--- config.mk ---
export PLATFORM = sky130hd
export DESIGN_NAME = beep_sequencer
export DESIGN_NICKNAME = d
export VERILOG_FILES = /design/src/rtl/beep_pkg.sv /design/src/rtl/beep_tone_gen.sv /design/src/rtl/beep_sequencer.sv
export SDC_FILE = /design/constraint.sdc
export NUM_CORES = 1
export LEC_CHECK = 0
export CAP_MARGIN = 10
export CORE_MARGIN = 2
export CORE_UTILIZATION = 59
export CTS_BUF_LIST = sky130_fd_sc_hd__clkbuf_4 sky130_fd_sc_hd__clkbuf_8
export DETAILED_ROUTE_END_ITERATION = 10
export DONT_BUFFER_PORTS = 1
export PLACE_DENSITY = 0.83
export SETUP_SLACK_MARGIN = 0.2
export SKIP_CTS_REPAIR_TIMING = 1
export SLEW_MARGIN = 5
export SYNTH_ARGS = -nofsm -noshare
export SYNTH_HDL_FRONTEND = slang
export SYNTH_SLANG_ARGS = --single-unit
--- constraint.sdc ---
create_clock -name clk -period 2.6 [get_ports clk]
set_clock_uncertainty 0.15 [all_clocks]
set_input_delay 0.52 -clock clk [delete_from_list [all_inputs] [get_ports clk]]
set_output_delay 0.52 -clock clk [all_outputs]
set_load 0.005 [all_outputs]
--- src/rtl/beep_pkg.sv ---
// -----------------------------------------------------------------------------
// beep_pkg
//   Shared definitions for the beep sequencer: FSM state encoding, default
//   timing constants and a constant-evaluable ceil(log2) helper.
// -----------------------------------------------------------------------------
package beep_pkg;

   typedef enum logic [1:0] {
      S_IDLE = 2'd0,
      S_ON   = 2'd1,
      S_OFF  = 2'd2
   } beep_state_t;

   // Defaults target a 100 MHz clock: ~1046 Hz tone, 0.5 s beep, 0.5 s gap.
   localparam int unsigned N_REQ_DEF    = 4;
   localparam int unsigned TONE_DIV_DEF = 95602;
   localparam int unsigned ON_CYC_DEF   = 50000000;
   localparam int unsigned OFF_CYC_DEF  = 50000000;

   // ceil(log2(n)), never less than 1 so it can size a vector directly.
   function automatic int unsigned clog2(input int unsigned n);
      int unsigned r;
      r = 0;
      for (int unsigned v = n - 1; v > 0; v = v >> 1) begin
         r = r + 1;
      end
      return (r == 0) ? 1 : r;
   endfunction

endpackage

--- src/rtl/beep_tone_gen.sv ---
// -----------------------------------------------------------------------------
// beep_tone_gen
//   Square-wave generator of period TONE_DIV cycles. The output is high for
//   counter values >= TONE_DIV/2 and is registered.
//
//   en is a look-ahead: it is high when the coming cycle is a tone cycle. The
//   counter restarts at 0 on the first tone cycle after en was low, so every
//   burst begins with the low half of the period.
//
// Ports
//   clk   in   system clock
//   rst   in   synchronous, active-high reset
//   en    in   next cycle is a tone cycle
//   tone  out  registered square wave, 0 whenever the current cycle is not a
//              tone cycle
// -----------------------------------------------------------------------------
module beep_tone_gen
   import beep_pkg::*;
#(
   parameter int unsigned TONE_DIV = TONE_DIV_DEF
) (
   input  logic clk,
   input  logic rst,
   input  logic en,
   output logic tone
);

   localparam int unsigned TW = clog2(TONE_DIV);

   logic [TW-1:0] r_cnt;      // tone phase of the current cycle
   logic          r_run;      // current cycle is a tone cycle
   logic          r_tone;
   logic [TW-1:0] w_cnt_next;

   // Phase for the coming cycle: 0 on a fresh burst, else wrap at TONE_DIV-1.
   assign w_cnt_next = !r_run                       ? '0 :
                       (r_cnt == TW'(TONE_DIV - 1)) ? '0 :
                                                      r_cnt + TW'(1);

   always_ff @(posedge clk) begin
      if (rst) begin
         r_cnt  <= '0;
         r_run  <= 1'b0;
         r_tone <= 1'b0;
      end else begin
         r_run  <= en;
         r_cnt  <= en ? w_cnt_next : '0;
         r_tone <= en && (w_cnt_next >= TW'(TONE_DIV / 2));
      end
   end

   assign tone = r_tone;

endmodule

--- src/rtl/beep_sequencer.sv ---
// -----------------------------------------------------------------------------
// beep_sequencer
//   Shares one speaker between N_REQ alert sources. Requester i plays i+1
//   beeps; each beep is ON_CYC cycles of tone followed by OFF_CYC cycles of
//   silence. Higher index means higher priority. Requests are level-sampled
//   into a pending register, so repeats while pending merge into one pattern,
//   and a request during the requester's own playback queues a replay.
//
//   Optional build macro BEEP_PREEMPT_EN: a pending request with a higher
//   index than the playing one aborts the current pattern (no done pulse,
//   its pending bit is set again so it replays from the start later).
//   Without it, every pattern runs to completion.
//
// Ports
//   clk      in   system clock
//   rst      in   synchronous, active-high reset
//   req      in   [N_REQ]  request bits, bit i high for 1+ cycles
//   done     out  [N_REQ]  one-cycle pulse on bit i when pattern i completes
//   busy     out  high while a pattern plays
//   active   out  [clog2(N_REQ)]  index of the playing requester, 0 when idle
//   speaker  out  registered tone output
// -----------------------------------------------------------------------------
module beep_sequencer
   import beep_pkg::*;
#(
   parameter int unsigned N_REQ    = N_REQ_DEF,
   parameter int unsigned TONE_DIV = TONE_DIV_DEF,
   parameter int unsigned ON_CYC   = ON_CYC_DEF,
   parameter int unsigned OFF_CYC  = OFF_CYC_DEF
) (
   input  logic                      clk,
   input  logic                      rst,
   input  logic [N_REQ-1:0]          req,
   output logic [N_REQ-1:0]          done,
   output logic                      busy,
   output logic [clog2(N_REQ)-1:0]   active,
   output logic                      speaker
);

   localparam int unsigned AW   = clog2(N_REQ);
   localparam int unsigned BW   = clog2(N_REQ + 1);
   localparam int unsigned MAXC = (ON_CYC > OFF_CYC) ? ON_CYC : OFF_CYC;
   localparam int unsigned CW   = clog2(MAXC);

   beep_state_t      r_state;
   logic [N_REQ-1:0] r_pending;
   logic [AW-1:0]    r_active;
   logic [BW-1:0]    r_beeps_left;
   logic [CW-1:0]    r_phase_cnt;
   logic [N_REQ-1:0] r_done;

   logic [AW-1:0]    w_grant_idx;
   logic             w_grant_go;
   logic             w_last_on;
   logic             w_last_off;
   logic             w_abort;
   logic [N_REQ-1:0] w_pend_next;
   logic             w_tone_en;
   logic             w_tone;

   // Highest set pending bit wins; the last assignment in the loop is the top.
   always_comb begin
      w_grant_idx = '0;
      for (int i = 0; i < N_REQ; i++) begin
         if (r_pending[i]) begin
            w_grant_idx = AW'(i);
         end
      end
   end

   assign w_grant_go = (r_state == S_IDLE) && (r_pending != '0);
   assign w_last_on  = (r_state == S_ON)  && (r_phase_cnt == CW'(ON_CYC - 1));
   assign w_last_off = (r_state == S_OFF) && (r_phase_cnt == CW'(OFF_CYC - 1));

`ifdef BEEP_PREEMPT_EN
   logic w_higher_pend;

   always_comb begin
      w_higher_pend = 1'b0;
      for (int i = 0; i < N_REQ; i++) begin
         if (r_pending[i] && (i > int'(r_active))) begin
            w_higher_pend = 1'b1;
         end
      end
   end

   assign w_abort = (r_state != S_IDLE) && w_higher_pend;
`else
   assign w_abort = 1'b0;
`endif

   // New requests merge in; the granted bit clears; an aborted pattern
   // re-arms its own bit so it replays from the start.
   always_comb begin
      w_pend_next = r_pending | req;
      if (w_grant_go) begin
         w_pend_next[w_grant_idx] = 1'b0;
      end
      if (w_abort) begin
         w_pend_next[r_active] = 1'b1;
      end
   end

   // Look-ahead for the tone generator: high when the coming cycle is ON.
   assign w_tone_en = w_grant_go ||
                      ((r_state == S_ON) && !w_last_on && !w_abort) ||
                      (w_last_off && (r_beeps_left != '0) && !w_abort);

   always_ff @(posedge clk) begin
      if (rst) begin
         r_state      <= S_IDLE;
         r_pending    <= '0;
         r_active     <= '0;
         r_beeps_left <= '0;
         r_phase_cnt  <= '0;
         r_done       <= '0;
      end else begin
         r_pending <= w_pend_next;
         r_done    <= '0;
         if (w_abort) begin
            r_state      <= S_IDLE;
            r_active     <= '0;
            r_beeps_left <= '0;
            r_phase_cnt  <= '0;
         end else begin
            unique case (r_state)
               S_IDLE: begin
                  if (w_grant_go) begin
                     r_active     <= w_grant_idx;
                     r_beeps_left <= BW'(w_grant_idx) + BW'(1);
                     r_phase_cnt  <= '0;
                     r_state      <= S_ON;
                  end
               end
               S_ON: begin
                  if (w_last_on) begin
                     r_state      <= S_OFF;
                     r_phase_cnt  <= '0;
                     r_beeps_left <= r_beeps_left - BW'(1);
                  end else begin
                     r_phase_cnt <= r_phase_cnt + CW'(1);
                  end
               end
               S_OFF: begin
                  if (w_last_off) begin
                     r_phase_cnt <= '0;
                     if (r_beeps_left != '0) begin
                        r_state <= S_ON;
                     end else begin
                        r_state          <= S_IDLE;
                        r_done[r_active] <= 1'b1;
                        r_active         <= '0;
                     end
                  end else begin
                     r_phase_cnt <= r_phase_cnt + CW'(1);
                  end
               end
               default: begin
                  r_state <= S_IDLE;
               end
            endcase
         end
      end
   end

   beep_tone_gen #(
      .TONE_DIV (TONE_DIV)
   ) u_tone_gen (
      .clk  (clk),
      .rst  (rst),
      .en   (w_tone_en),
      .tone (w_tone)
   );

   assign done    = r_done;
   assign busy    = (r_state != S_IDLE);
   assign active  = r_active;
   assign speaker = w_tone;

endmodule
# Yosys cells after proc, flatten, opt, wreduce, memory -nomap -nowiden
# Cells that the tools add are included.
totals:
  output_inout_bits: 8
  word_cells: 82
  reg_bits: 60
  inputBits: 6
op_classes:
  bitwise_logic: 6
  n_eq_ne: 8
  reduce_logical: 24
  add_sub_neg: 4
  n_lt_le_gt_ge: 5
  mux: 26
op_table:
  columns: ["cell", "count"]
  rows:
  - ["26-bit two-way mux", 3]
  - ["26-bit one-hot mux with 3 select lines", 1]
  - ["17-bit two-way mux", 2]
  - ["26-bit by 1-bit adder with 26-bit output, second input constant", 1]
  - ["26-bit equality test, second input constant", 1]
  - ["17-bit by 1-bit adder with 17-bit output, second input constant", 1]
  - ["17-bit equality test, second input constant", 1]
  - ["17-bit by 16-bit greater-or-equal comparator with 1-bit output, second input constant", 1]
  - ["2-bit two-way mux", 8]
  - ["1-bit logical AND", 8]
  - ["2-bit inequality test, second input constant", 4]
  - ["2-bit by 3-bit less-than comparator with 1-bit output, second input constant", 2]
  - ["3-bit two-way mux", 2]
  - ["2-bit one-hot mux with 3 select lines", 1]
  - ["3-bit one-hot mux with 2 select lines", 1]
  - ["3-bit AND reduction", 2]
  - ["2-bit nonzero test", 3]
  - ["3-bit nonzero test", 2]
  - ["4-bit bitwise AND", 1]
  - ["1-bit demux with 2-bit select", 2]
  - ["2-bit by 1-bit greater-or-equal comparator with 1-bit output, second input constant", 2]
  - ["1-bit two-way mux", 4]
  - ["4-bit two-way mux", 1]
  - ["4-bit NOT", 1]
  - ["other kinds (15)", 18]

# Logic depth before layout (Yosys ltp)
depth:
  depth_word: 10
  depth_mapped: 9
  ltp_nobuf: 8

# Modules after synthesis
# From an unflattened synthesis, not the netlist that was laid out.
hier_totals:
  hier_cells: 406
  hier_area_um2: 3434.5
by_module_without_submodules:
  columns: ["module", "area_per_inst_um2", "n_inst", "cells_per_inst"]
  rows:
  - ["beep_sequencer", 2342.2, 1, 273]
  - ["beep_tone_gen", 1092.3, 1, 133]

# Worst setup path after synthesis
# No wires, ideal clock.
synth_path:
  path_kind: "reg-to-reg"
  start: "reg u_tone_gen.r_cnt[0]"
  end: "reg u_tone_gen.r_tone (netlist: u_tone_gen.tone)"
  path_stages_with_launch: 9
  slack_ns: 0.175
  synth_period_minus_slack_ns: 2.425
  arrival_ns: 2.159
  setup_time_ns: 0.115
  cell_sequence: "dfxtp_1 ha_1 buf_2 nand2_1 or4_1 or3_1 o31ai_1 nand4_1 and3_1"
synth_via:
  elab_chain_cells: 5
synth_rtl:
  columns: ["item", "line_no", "rtl"]
  rows:
  - ["start: declaration", "beep_tone_gen.sv:30", "logic [TW-1:0] r_cnt;"]
  - ["start signal: assignment", "beep_tone_gen.sv:47", "r_cnt <= en ? w_cnt_next : '0;"]
  - ["17-bit by 1-bit adder with 17-bit output or 17-bit equality test (tied branches)", "beep_tone_gen.sv:38, beep_tone_gen.sv:37", null]
  - ["17-bit two-way mux (*)", "beep_tone_gen.sv:37", "(r_cnt == TW'(TONE_DIV - 1)) ? '0 :"]
  - ["17-bit two-way mux (*)", "beep_tone_gen.sv:36", "assign w_cnt_next = !r_run ? '0 :"]
  - ["17-bit by 16-bit greater-or-equal comparator with 1-bit output (*)", "beep_tone_gen.sv:48", "r_tone <= en && (w_cnt_next >= TW'(TONE_DIV / 2));"]
  - ["1-bit logical AND (*)", "beep_tone_gen.sv:48", null]
  - ["end signal: assignment", "beep_tone_gen.sv:48", null]
  - ["end: declaration", "beep_tone_gen.sv:32", "logic r_tone;"]
# Mark *: on every way between the ends. The rest lies on a longest branch, timed or not.
# A chain may end at the register's enable or synchronous reset.

# Final worst setup path
layout_path:
  start: "reg u_tone_gen.r_cnt[1]"
  end: "reg u_tone_gen.r_tone (netlist: u_tone_gen.tone)"
# Same word-level chain as after synthesis.

==> run_results.csv <==
group,metric,value,unit
status,status,"complete, no violations",
clock_network,clock-root-buffer,"clkbuf_8",
detailed_routing,routed_via_density,5.69,
min_path,min_from,"rst",
cells_and_area,drive_above_1_share,13.2,%
clock_network,cts_tree,"built",
detailed_routing,ant_nets,0,
setup_path,cp.arrival,2380,ps
detailed_routing,wirelength,6.55,mm
synth,ys_seq_elements,60,
placement,dpl.hpwl,4.46,mm
cells_and_area,multiInputGateArea,1800,µm²
cells_and_area,n_antenna_cell,0,
synth,syn_avg_cell_area,8.32,µm²
setup_path,worst_setup_path_start_kind,"register",
placement,io_buffers,0,
global_route,grt_remaining_overflow,0,
clock_network,clock_path_buffers,2,
synth,netlist_area,3120,µm²
clock_network,ctsHtreeMaxLevel,3,
synth,synth_ff_type,"dfxtp_1",
detailed_routing,met3_length,252,µm
clock_network,cts_buffers,9,
run,maxCapViolCount,0,
timing,hold_viol_final,0,
floorplanning,ios,14,
min_path,hold-path-endpoint,"r_beeps_left[2]$_SDFFE_PP0P_",
cells_and_area,final_nets,407,
timing,final-setup-viol-count,0,
detailed_routing,wl_met2,3.17,mm
cells_and_area,areaGrowthSynthToFinish,12.8,%
setup_path,cp_max_fo,5,
setup_path,cp_cell_sequence,"ha_1 > nand2_1 > or4_4 > or3_1 > o31ai_1 > nand4_1 > and3_1",
floorplanning,start_util,61.1,%
setup_path,r2r_cells,7,
synth,synth.yosys.seq_area_share,38.5,%
synth,ys.warnings.count,0,
cells_and_area,layout_commonest_cell,"nor2_1",
floorplanning,row_count,26,
global_route,track_usage,23.1,%
setup_path,r2r-end,"u_tone_gen.tone$_SDFF_PP0_",
setup_path,cpPeakStageDelay,560,ps
synth,synth-edff-count,0,
clock_network,cts.clk_slew.worst_paths,80,ps
floorplanning,die_area,5880,µm²
global_route,antenna_found_initial,0,
timing,post-route-min-period,2310,ps
timing,rsz0062_at_grt,"true",
detailed_routing,highest_layer,"met4",
detailed_routing,first_pass_iters,4,
cells_and_area,ff_latch_area,1200,µm²
clock_network,clock_latency,330,ps
detailed_routing,routedWlPerCell,14.1,µm
setup_path,r2r_setup_slack,290,ps
pwr,p_per_area,661,nW/µm²
synth,synth_fp_nets,394,
timing,drv_slew,0,
synth,async_reset_ff_share,0,%
timing,worstMarginPinSlew,624,ps
timing,fin_crit_sh,88.9,%
placement,routabilityCongestion,0.871,
floorplanning,dieHeight,76.7,µm
clock_network,numClockSinks,60,
setup_path,cpMaxStageDelayCell,"or4_4",
detailed_routing,drc,0,
timing,hold_slack,93.2,ps
setup_path,regToRegStartpoint,"u_tone_gen.r_cnt[1]$_SDFF_PP0_",
cells_and_area,final_cell_mix,"nor2_1 (61), dfxtp_1 (59), nand2_1 (28), xnor2_1 (22), inv_1 (19)",
min_path,hold_path_depth,1,
cells_and_area,nFillCells,393,
detailed_routing,vias,2635,
global_route,grt_pass1_wl,11.1,mm
setup_path,required,2670,ps
setup_path,crit_type,"reg -> reg",
detailed_routing,wl_met1,2.97,mm
setup_path,crit_path_end_kind,"register",
detailed_routing,drtIter0Drc,200,
global_route,grt_start_max_net_pins,27,
global_route,grt_pass1_vias,2510,
floorplanning,chipWidth,76.7,µm
synth,yosysUniqueCellTypes,52,
floorplanning,core-area,5110,µm²
timing,setup_tns,0,ps
pwr,ir_drop,0.372,mV
synth,postSynthCellCount,375,
pwr,power_leakage,1.20,nW
timing,slew_headroom,58.1,%
min_path,min_path_type,"in -> reg",
timing,fmax,0.433,GHz
-- worst max-delay path by stage --
stage / start / to / slack [ps] / cells past startpoint
after floorplan: u_tone_gen.r_cnt[0]$_SDFF_PP0_ / u_tone_gen.tone$_SDFF_PP0_ / 220 / 8
after global placement: r_phase_cnt[24]$_SDFFE_PP0P_ / u_tone_gen.r_cnt[5]$_SDFF_PP0_ / 270 / 6
after detailed placement: r_phase_cnt[24]$_SDFFE_PP0P_ / u_tone_gen.r_cnt[5]$_SDFF_PP0_ / 240 / 6
after CTS: r_phase_cnt[24]$_SDFFE_PP0P_ / r_beeps_left[0]$_SDFFE_PP0P_ / 220 / 6
after global routing: r_state[1]$_SDFFE_PP0P_ / r_phase_cnt[14]$_SDFFE_PP0P_ / 160 / 8
final: u_tone_gen.r_cnt[1]$_SDFF_PP0_ / u_tone_gen.tone$_SDFF_PP0_ / 290 / 7
-- layer usage --
| layer | vias up | track usage, % |
|---|---|---|
| met1 | 1216 | 28.2 |
| met4 | 0 | 11.6 |
| li1 | 1331 | - |
| met2 | 72 | 38.1 |
| met5 | - | 0 |
| met3 | 16 | 5.65 |
-- cells by family (layout without fill, tap and decap cells) --
logic type | count (synthesis) | after routing | share of synthesized area (%)
AO/OA/AOI/OAI | 62 | 62 | 14.1
XOR/XNOR | 35 | 35 | 9.83
adder cells (fa/ha/maj) | 13 | 13 | 5.21
buffers and inverters | 33 | 51 | 4.49
flip-flops | 60 | 60 | 38.5
multiplexers | 1 | 1 | 0.321
AND/OR/NAND/NOR | 171 | 171 | 27.5
-- state kept, by name, summed over array words and instances, names as in the netlist --
signal            cells
active                2
done                  4
r_beeps_left          3
r_pending             4
r_phase_cnt          26
r_state               2
u_tone_gen.r_cnt     17
u_tone_gen.r_run      1
u_tone_gen.tone       1
-- cell type report --
cell class / count / share of cell area [%]
clock buffers: 10 / 3.73
clock inverters: 6 / 2.52
inverters: 19 / 2.03
multi-input cells: 282 / 51.3
flip-flops and latches: 60 / 34.2
well taps: 70 / 2.49
repair buffers: 16 / 3.77
-- synth_stat cells (2+ instances only) --
cell type / count / area share (%)
nand4b_1: 2 / 0.56
buf_2: 7 / 1.1
nand2b_1: 4 / 0.80
nand4_1: 8 / 1.6
o211ai_1: 2 / 0.48
a21oi_1: 16 / 2.6
nor3_1: 13 / 2.1
dfxtp_1: 60 / 39
inv_1: 19 / 2.3
and4_1: 2 / 0.56
nor4_1: 5 / 1.0
a21o_1: 3 / 0.72
a311oi_1: 2 / 0.56
and3_1: 7 / 1.4
nor2_1: 62 / 7.5
xnor2_1: 22 / 6.2
a31oi_1: 3 / 0.60
nor3_2: 2 / 0.64
nand3_1: 12 / 1.9
nand2_1: 28 / 3.4
a22oi_1: 2 / 0.48
xor2_1: 13 / 3.7
a211o_1: 3 / 0.84
nor3b_1: 2 / 0.48
clkbuf_1: 6 / 0.72
or2_2: 5 / 1.0
nor2b_1: 2 / 0.40
or3_1: 7 / 1.4
ha_1: 13 / 5.2
a211oi_1: 6 / 1.4
o21ai_0: 16 / 2.6
-- through the flow --
step	power, mW	setup slack (ps)	util, %	area (µm²)	cells
after floorplan	1.30	221	-	3120	375
after global placement	1.39	274	64.0	3270	446
after detailed placement	1.40	237	64.0	3270	446
after CTS	2.32	217	68.3	3490	462
after global routing	2.43	164	68.9	3520	463
final	2.33	289	68.9	3520	463
-- where the power goes --
part           leakage, nW  internal [mW]  switching [mW]
clock network        0.106          0.550           0.374
logic                0.604          0.158           0.235
registers            0.487          0.964          0.0447
total                 1.20           1.67           0.653
-- critical path: cells and delay by family (launching register included) --
family / cells / cell delay (ps)
flops: 1 / 400
simple gates: 5 / 1360
compound gates: 1 / 100
fa+ha+maj: 1 / 190
Note: power is estimated with default switching activity, not from simulation.
